`src/rtl/smvm_row_collector.sv`:
```
// -----------------------------------------------------------------------------
// smvm_row_collector
//
// Sits downstream of the SMVM core. The core emits each 28-bit row result as two
// serial 14-bit words (high half first, then low half). This block pairs the
// halves back up, tags each result with its row index, buffers it in a small
// FIFO and presents it over a valid/ready handshake. It also flags words that
// arrive when no matrix is being collected and rows lost to a full FIFO.
//
// Parameters
//   DEPTH   FIFO entries (power of 2, >= 2)
//   ROW_W   width of the row count / row index
//
// Ports
//   clk        in   rising-edge clock
//   rst_n      in   asynchronous active-low reset
//   start      in   1-cycle pulse, begins a new matrix (honoured in IDLE only)
//   rows_cfg   in   number of rows expected, sampled on start
//   abort      in   synchronous flush back to IDLE, FIFO emptied
//   in_valid   in   core output valid (no backpressure)
//   in_data    in   core output word (one 14-bit half)
//   out_valid  out  FIFO head valid
//   out_ready  in   consumer accepts head when out_valid & out_ready
//   out_data   out  {hi, lo} row result, two's complement
//   out_row    out  row index of out_data
//   out_last   out  head is the final row of the matrix
//   busy       out  not in IDLE
//   done       out  1-cycle pulse when all rows are collected and drained
//   ovf_err    out  sticky: a row arrived while the FIFO was full
//   stray_err  out  sticky: in_valid seen outside COLLECT
// -----------------------------------------------------------------------------
module smvm_row_collector #(
    parameter int DEPTH = 8,
    parameter int ROW_W = 8
) (
    input  logic                    clk,
    input  logic                    rst_n,
    input  logic                    start,
    input  logic [ROW_W-1:0]        rows_cfg,
    input  logic                    abort,
    input  logic                    in_valid,
    input  logic [13:0]             in_data,
    output logic                    out_valid,
    input  logic                    out_ready,
    output logic signed [27:0]      out_data,
    output logic [ROW_W-1:0]        out_row,
    output logic                    out_last,
    output logic                    busy,
    output logic                    done,
    output logic                    ovf_err,
    output logic                    stray_err
);

    localparam int PTR_W = (DEPTH > 1) ? $clog2(DEPTH) : 1;
    localparam int CNT_W = PTR_W + 1;

    typedef enum logic [1:0] {
        S_IDLE    = 2'd0,
        S_COLLECT = 2'd1,
        S_DRAIN   = 2'd2
    } state_t;

    state_t state, state_nxt;

    // control state (reset)
    logic               half;
    logic [ROW_W-1:0]   row_cnt;
    logic [ROW_W-1:0]   rows_q;
    logic               vld_p0;
    logic [PTR_W-1:0]   wr_ptr;
    logic [PTR_W-1:0]   rd_ptr;
    logic [CNT_W-1:0]   count;
    logic               zero_done;

    // datapath state (no reset; qualified by control)
    logic [13:0]        hi_p0;
    logic signed [27:0] data_p0;
    logic [ROW_W-1:0]   row_p0;
    logic               last_p0;
    logic signed [27:0] mem_data [DEPTH];
    logic [ROW_W-1:0]   mem_row  [DEPTH];
    logic               mem_last [DEPTH];

    logic               fifo_empty;
    logic               fifo_full;
    logic               pop;
    logic               take;
    logic               lo_take;
    logic [ROW_W-1:0]   last_idx;
    logic               is_last_row;
    logic               wr_en;
    logic               drop;
    logic               drain_exit;

    assign fifo_empty  = (count == '0);
    assign fifo_full   = (count == CNT_W'(DEPTH));
    assign out_valid   = !fifo_empty;
    assign pop         = out_valid && out_ready;

    // Words are consumed only while collecting; abort overrides everything.
    assign take        = (state == S_COLLECT) && in_valid && !abort;
    assign lo_take     = take && half;
    assign last_idx    = rows_q - 1'b1;
    assign is_last_row = (row_cnt == last_idx);

    // A pending row enters the FIFO when there is room, or when the head
    // leaves in the same cycle (full FIFO, simultaneous push and pop).
    assign wr_en       = vld_p0 && (!fifo_full || pop);
    assign drop        = vld_p0 && fifo_full && !pop;

    // The last row may still sit in the assembly register, so DRAIN must
    // also wait for that register to empty.
    assign drain_exit  = (state == S_DRAIN) && fifo_empty && !vld_p0;

    always_comb begin
        state_nxt = state;
        case (state)
            S_IDLE:    if (start && (rows_cfg != '0)) state_nxt = S_COLLECT;
            S_COLLECT: if (lo_take && is_last_row)    state_nxt = S_DRAIN;
            S_DRAIN:   if (drain_exit)                state_nxt = S_IDLE;
            default:                                  state_nxt = S_IDLE;
        endcase
        if (abort) state_nxt = S_IDLE;
    end

    always_ff @(posedge clk or negedge rst_n) begin
        if (!rst_n) begin
            state     <= S_IDLE;
            half      <= 1'b0;
            row_cnt   <= '0;
            rows_q    <= '0;
            vld_p0    <= 1'b0;
            wr_ptr    <= '0;
            rd_ptr    <= '0;
            count     <= '0;
            ovf_err   <= 1'b0;
            stray_err <= 1'b0;
            zero_done <= 1'b0;
        end else begin
            state     <= state_nxt;
            zero_done <= (state == S_IDLE) && start && (rows_cfg == '0) && !abort;
            if (abort) begin
                half   <= 1'b0;
                vld_p0 <= 1'b0;
                wr_ptr <= '0;
                rd_ptr <= '0;
                count  <= '0;
            end else begin
                if (in_valid && (state != S_COLLECT)) stray_err <= 1'b1;
                if (drop)                             ovf_err   <= 1'b1;

                // start wins over a same-cycle stray word
                if (start && (state == S_IDLE)) begin
                    ovf_err   <= 1'b0;
                    stray_err <= 1'b0;
                    row_cnt   <= '0;
                    half      <= 1'b0;
                    rows_q    <= rows_cfg;
                end

                if (take) begin
                    if (!half) begin
                        half <= 1'b1;
                    end else begin
                        half    <= 1'b0;
                        row_cnt <= row_cnt + 1'b1;
                    end
                end

                vld_p0 <= lo_take;

                if (wr_en) wr_ptr <= wr_ptr + 1'b1;
                if (pop)   rd_ptr <= rd_ptr + 1'b1;
                case ({wr_en, pop})
                    2'b10:   count <= count + 1'b1;
                    2'b01:   count <= count - 1'b1;
                    default: count <= count;
                endcase
            end
        end
    end

    // p0: high half held, then the full row assembled with its tag
    always_ff @(posedge clk) begin
        if (take && !half) hi_p0 <= in_data;
        if (lo_take) begin
            data_p0 <= {hi_p0, in_data};
            row_p0  <= row_cnt;
            last_p0 <= is_last_row;
        end
        // p1: FIFO storage
        if (wr_en) begin
            mem_data[wr_ptr] <= data_p0;
            mem_row[wr_ptr]  <= row_p0;
            mem_last[wr_ptr] <= last_p0;
        end
    end

    // Head outputs are forced to zero while empty so they are defined from reset.
    assign out_data = out_valid ? mem_data[rd_ptr] : '0;
    assign out_row  = out_valid ? mem_row[rd_ptr]  : '0;
    assign out_last = out_valid ? mem_last[rd_ptr] : 1'b0;

    assign busy = (state != S_IDLE);
    assign done = zero_done || (drain_exit && !abort);

endmodule
```
`config.mk`:
```
export PLATFORM = sky130hd
export DESIGN_NAME = smvm_row_collector
export DESIGN_NICKNAME = d
export VERILOG_FILES = /design/src/rtl/smvm_row_collector.sv
export SDC_FILE = /design/constraint.sdc
export NUM_CORES = 1
export LEC_CHECK = 0
export BUFFER_PORTS_ARGS = -buffer_cell sky130_fd_sc_hd__buf_4
export CORE_ASPECT_RATIO = 0.75
export CORE_MARGIN = 1
export CORE_UTILIZATION = 51
export DETAILED_ROUTE_END_ITERATION = 10
export HOLD_SLACK_MARGIN = 0.08
export PLACE_DENSITY = 0.82
export SYNTH_ARGS = -nofsm -noshare
export SYNTH_HDL_FRONTEND = slang
export SYNTH_SLANG_ARGS = --single-unit
```
`constraint.sdc`:
```
create_clock -name clk -period 3.9 [get_ports clk]
set_input_delay 0.39 -clock clk [delete_from_list [all_inputs] [get_ports clk]]
set_output_delay 0.39 -clock clk [all_outputs]
set_load 0.02 [all_outputs]
```
Word level (Yosys, flattened, before mapping)
Memories as Yosys holds them, arrays and structs flattened.
Cells that the tools add are included.
- output and inout port bits: 42
- memories: 3
- register bits: 84
- bits in writable memories: 296
- $add $sub $neg: 6
- reductions and logical operators: 40
- muxes and demuxes: 28
- equal/unequal tests: 10
- bitwise gates (word level): 1
- memories (memory ; words ; width ; rd ports ; clocked after memory_dff ; wr ports ; RTL line ; RTL):
    mem_data ; 8 ; 28 ; 1 ; 0 ; 1 ; 80 ; logic signed [27:0] mem_data [DEPTH];
    mem_row ; 8 ; 8 ; 1 ; 0 ; 1 ; 81 ; logic [ROW_W-1:0] mem_row [DEPTH];
    mem_last ; 8 ; 1 ; 1 ; 0 ; 1 ; 82 ; logic mem_last [DEPTH];
- operators with widths (cell ; number):
    $mux 8 ; 4
    $mux 28 ; 1
    $logic_and 1x1->1 ; 17
    $mux 1 ; 12
    $mux 3 ; 4
    $reduce_bool 2->1 ; 5
    $add 8x1->8 const B ; 1
    $eq 8x8->1 ; 1
    $logic_not 8->1 ; 1
    $mux 2 ; 4
    $pmux 4 s2 ; 1
    $reduce_bool 8->1 ; 1
    $sub 8x1->8 const B ; 1
    $add 3x1->3 const B ; 2
    $logic_not 1->1 ; 6
    $ne 3x3->1 const B ; 2
    $pmux 2 s3 ; 1
    $reduce_and 2->1 ; 3
    $reduce_bool 3->1 ; 2
    $add 4x1->4 const B ; 1
    $eq 2x1->1 const B ; 2
    $eq 2x2->1 const B ; 2
    $eq 4x4->1 const B ; 1
    $logic_not 4->1 ; 1
    other kinds (8) ; 9

Longest topological paths before layout
- word-level depth: 8
- gate-level depth with buffers: 11

Worst setup path after synthesis
OpenSTA, ideal clock, no wires.
- path type: reg2reg
- from: register count[0]
- to: memory mem_data[0][0] (enable)
- cell stages (with the launch flop): 5
- clock period less this slack: 3960 ps
- slack: -60 ps
- data arrival time: 3483 ps
- path buffers: 0
- library setup time: 477 ps
- path through: dfrtp_1 -> or3_1 -> o31a_1 -> nand2b_1 -> nor3_1
- longest elaborated chain between the ends: 7
- elaborated cells on any way between the ends: 9
- those cells by class: eq/ne: 1; mux: 2; reduce/logical: 6
- ends and longest elaborated chain (element ; RTL line ; RTL):
    start, declared ; 72 ; logic [CNT_W-1:0] count;
    start signal, assigned ; 175 ; 2'b10: count <= count + 1'b1;
    start signal, assigned ; 176 ; 2'b01: count <= count - 1'b1;
    start signal, assigned ; 177 ; default: count <= count;
    $logic_not 4->1 ; 95 ; assign fifo_empty = (count == '0);
    $logic_not 1->1 ; 97 ; assign out_valid = !fifo_empty;
    $logic_and 1x1->1 ; 98 ; assign pop = out_valid && out_ready;
    $logic_or 1x1->1 * ; 108 ; assign wr_en = vld_p0 && (!fifo_full || pop);
    $logic_and 1x1->1 * ; 108 ;
    $mux 1 * ; 192 ; if (wr_en) begin
    $mux 1 (implied by the code) * ; 193 ; mem_data[wr_ptr] <= data_p0;
    end, declared ; 80 ;
Mark *: on every way between the ends. The rest lies on a longest branch, timed or not.

Worst setup path in the final report
- from: register rd_ptr[0]
- to: output out_data[8]
- longest elaborated chain between the ends: 2
- ends and longest elaborated chain (element ; RTL line ; RTL):
    start, declared ; 71 ; logic [PTR_W-1:0] rd_ptr;
    start signal, assigned ; 173 ; if (pop) rd_ptr <= rd_ptr + 1'b1;
    $mem_v2 8x28 ; n/a ;
    $mux 28 ; 200 ; assign out_data = out_valid ? mem_data[rd_ptr] : '0;
    end, declared ; 45 ; output logic signed [27:0] out_data,
Every way passes these cells.

==> impl_metrics.tcl <==
set metrics [dict create \
    status "finished clean" \
    r2r_end "mem_row[2][5]" \
    final_core_util_pct 60.4 \
    antenna_found_initial 1 \
    grt_pass1_wl_um 44600 \
    syn_avg_cell_area_um2 19.8 \
    hold_path_class "in2reg" \
    critPathLaunch "rd_ptr[0]" \
    die_w_um 198 \
    ys_seq_area_share_pct 76.3 \
    path_depth 5 \
    finalMaxSlewViolations 0 \
    cts_tree "built" \
    clkSinkCount 380 \
    synth.distinct_cells 51 \
    grt_max_degree 65 \
    period_needed_ns 3.16 \
    core_area_mm2 0.0282 \
    cts_inserted_buffers 36 \
    p_per_area_mw_per_mm2 596 \
    crit_path_max_fanout 34 \
    worst-path-buf-inv 2 \
    syn_nets 779 \
    areaGrowthSynthToFinish_pct 15.5 \
    skew_ns 0.0176 \
    ir_worst_vdd_v 0.000337 \
    cp-start-kind "flop" \
    final_nets 880 \
    synth_warnings 0 \
    totalWireLength_um 29000 \
    ctsResizeCount 0 \
    num_rows 53 \
    crit_type "reg2out" \
    max_slew_margin_pct 34.6 \
    synth_edf_count 347 \
    chipHeight_um 149 \
    clk_pin_slew_ns 0.06 \
    dr.first_iter.drc_count 779 \
    cts_root_buffer "clkbuf_16" \
    ios 70 \
    crit_arrival_ns 2.77 \
    rsz0062_at_grt "false" \
    n_fill_cell 1965 \
    max_freq_ghz 0.316 \
    grt_pass1_vias 7616 \
    critPathSlowestCell "dfrtp_4" \
    hold_slack_ns 0.103 \
    finalCritPeriodShare_pct 81.1 \
    cp.required_ns 3.51 \
    gp_congestion 0.767 \
    drc 0 \
    r2r_cells 5 \
    place_area_mm2 0.0158 \
    synthCells 744 \
    cp-endpoint "out_data[8]" \
    n_antenna_cell 0 \
    total_power_w 0.0102 \
    fin_area_mm2 0.0170 \
    cts.path.max_buffers 3 \
    overflow 0 \
    ys_ff_latch 380 \
    r2r-start "count[0]" \
    routedWlPerCell_um 23.2 \
    dp_hpwl_um 15900 \
    htree_levels 2 \
    crit_family "multiplexers" \
    hold_viol_final 0 \
    ant_nets 0 \
    grt_usage_pct 20.7 \
    drtPass1Iterations 5 \
    setup_violations 0 \
    drv_cap 0 \
    syn_area_mm2 0.0147 \
    start_util_pct 52.3 \
    ys.flop_type "edfxtp_1" \
    async_reset_ff_share_pct 8.68 \
    io_buffers 69 \
    drive_gt1_share_pct 27.5 \
    r2r_slack_ns 1.33 \
    crit_chain "buf_12 -> mux4_2 -> mux2i_1 -> nor2_1 -> buf_4" \
    tightest_slew_ns 0.978 \
    slowest_delay_ns 0.76 \
    power_leakage_nw 5.47 \
    fin_tns_setup_ns 0 \
    end_kind "output pin" \
    vias 7286 \
    via_per_inst 5.81 \
    die-area_mm2 0.0296 \
    clkLatencyLatePin_ns 0.51 \
]
## what timing repair did
item | CTS | global route
setup buffers | 0 | 0
hold buffers | 8 | 1
hold endpoints to repair | 46 | 2
## per-layer routing
metal	up-vias	global-route usage, %	part of all wire [%]
li1	3185	-	-
met1	3799	29.3	43
met2	265	33.6	49
met3	37	3.89	7.0
met4	0	5.04	1.4
met5	-	0	0
## final cells by class
type                    instances  area [µm²]  area share (%)
repair buffers                 95         773            4.54
multi-input cells             323        3390            19.9
inverters                       9        33.8           0.198
well taps                     385         482            2.83
clock buffers                  41         941            5.53
flip-flops and latches        380       11300            66.1
clock inverters                21         155           0.911
## registers in the layout, indices dropped and copies added (netlist names), 2 cells and up
register / count
count: 4
data_p0: 28
hi_p0: 14
mem_data: 224
mem_last: 8
mem_row: 64
rd_ptr: 3
row_cnt: 8
row_p0: 8
rows_q: 8
state: 2
wr_ptr: 3
## power breakdown
part / switching, W / total (W) / internal, W
Combinational: 0.00118 / 0.00225 / 0.00107
Clock: 0.00142 / 0.00328 / 0.00187
Sequential: 0.000156 / 0.00462 / 0.00446
Total: 0.00276 / 0.0102 / 0.00740
## cells in the mapped netlist (all sizes together) (3+ instances only)
cell type	instances	share of area (%)
edfxtp	347	71
mux4	74	11
nor2	73	1.9
mux2i	38	2.6
dfrtp	33	5.6
nand2	19	0.48
buf	17	0.67
clkbuf	15	0.38
o21ai	14	0.48
mux2	10	0.76
inv	9	0.23
nor3	8	0.27
a21oi	7	0.24
nand3	7	0.24
xor2	7	0.42
ha	6	0.51
nand2b	6	0.25
xnor2	6	0.36
a22o	4	0.24
or3b	4	0.24
a31oi	3	0.13
nor4	3	0.13
o211ai	3	0.19
or3	3	0.13
## per-stage QoR
| step | cells | setup WS, ns |
|---|---|---|
| after detailed placement | 1183 | 1.23 |
| final | 1254 | 0.736 |
| after floorplan | 744 | 0.632 |
| after global routing | 1254 | 0.562 |
| after CTS | 1253 | 0.660 |
| after global placement | 1183 | 1.28 |
## worst min-delay path by stage
stage / startpoint / endpoint / slack [ns] / depth (start not counted)
after floorplan: rst_n / count[0] / 0.09 / 0
after global placement: rst_n / count[1] / 0.37 / 1
after detailed placement: rst_n / count[1] / 0.37 / 1
after CTS: in_data[1] / hi_p0[1] / 0.08 / 1
after global routing: in_data[4] / data_p0[4] / 0.09 / 1
final: in_data[4] / hi_p0[4] / 0.10 / 1
## cells by family after synthesis
family,synth area share [%]
flops,76.3
simple gates,4.29
mux,14.6
compound gates,2.09
buf+inv,1.28
xor+xnor,0.772
fa+ha+maj,0.645
## layout by cell type, fill, tap and decap left out, types with 3 or more instances in the layout
master         count
buf_12             3
ha_1               6
dfrtp_1           30
nand2b_1           6
mux4_2            74
nor2_1            65
xnor2_1            6
a31oi_1            3
clkbuf_1           4
or3b_2             4
or3_1              3
a22o_1             4
mux2i_1           38
edfxtp_1         347
dlygate4sd3_1      9
nor4_1             3
xor2_1             7
nand2_1           19
buf_4             83
nor2_4             8
clkinv_1           9
mux2_2            10
a21oi_1            7
clkinv_2           7
clkbuf_16         37
o21ai_0           14
inv_1              9
nand3_1            7
nor3_1             6
No activity file was read; power rests on OpenSTA's default activity.
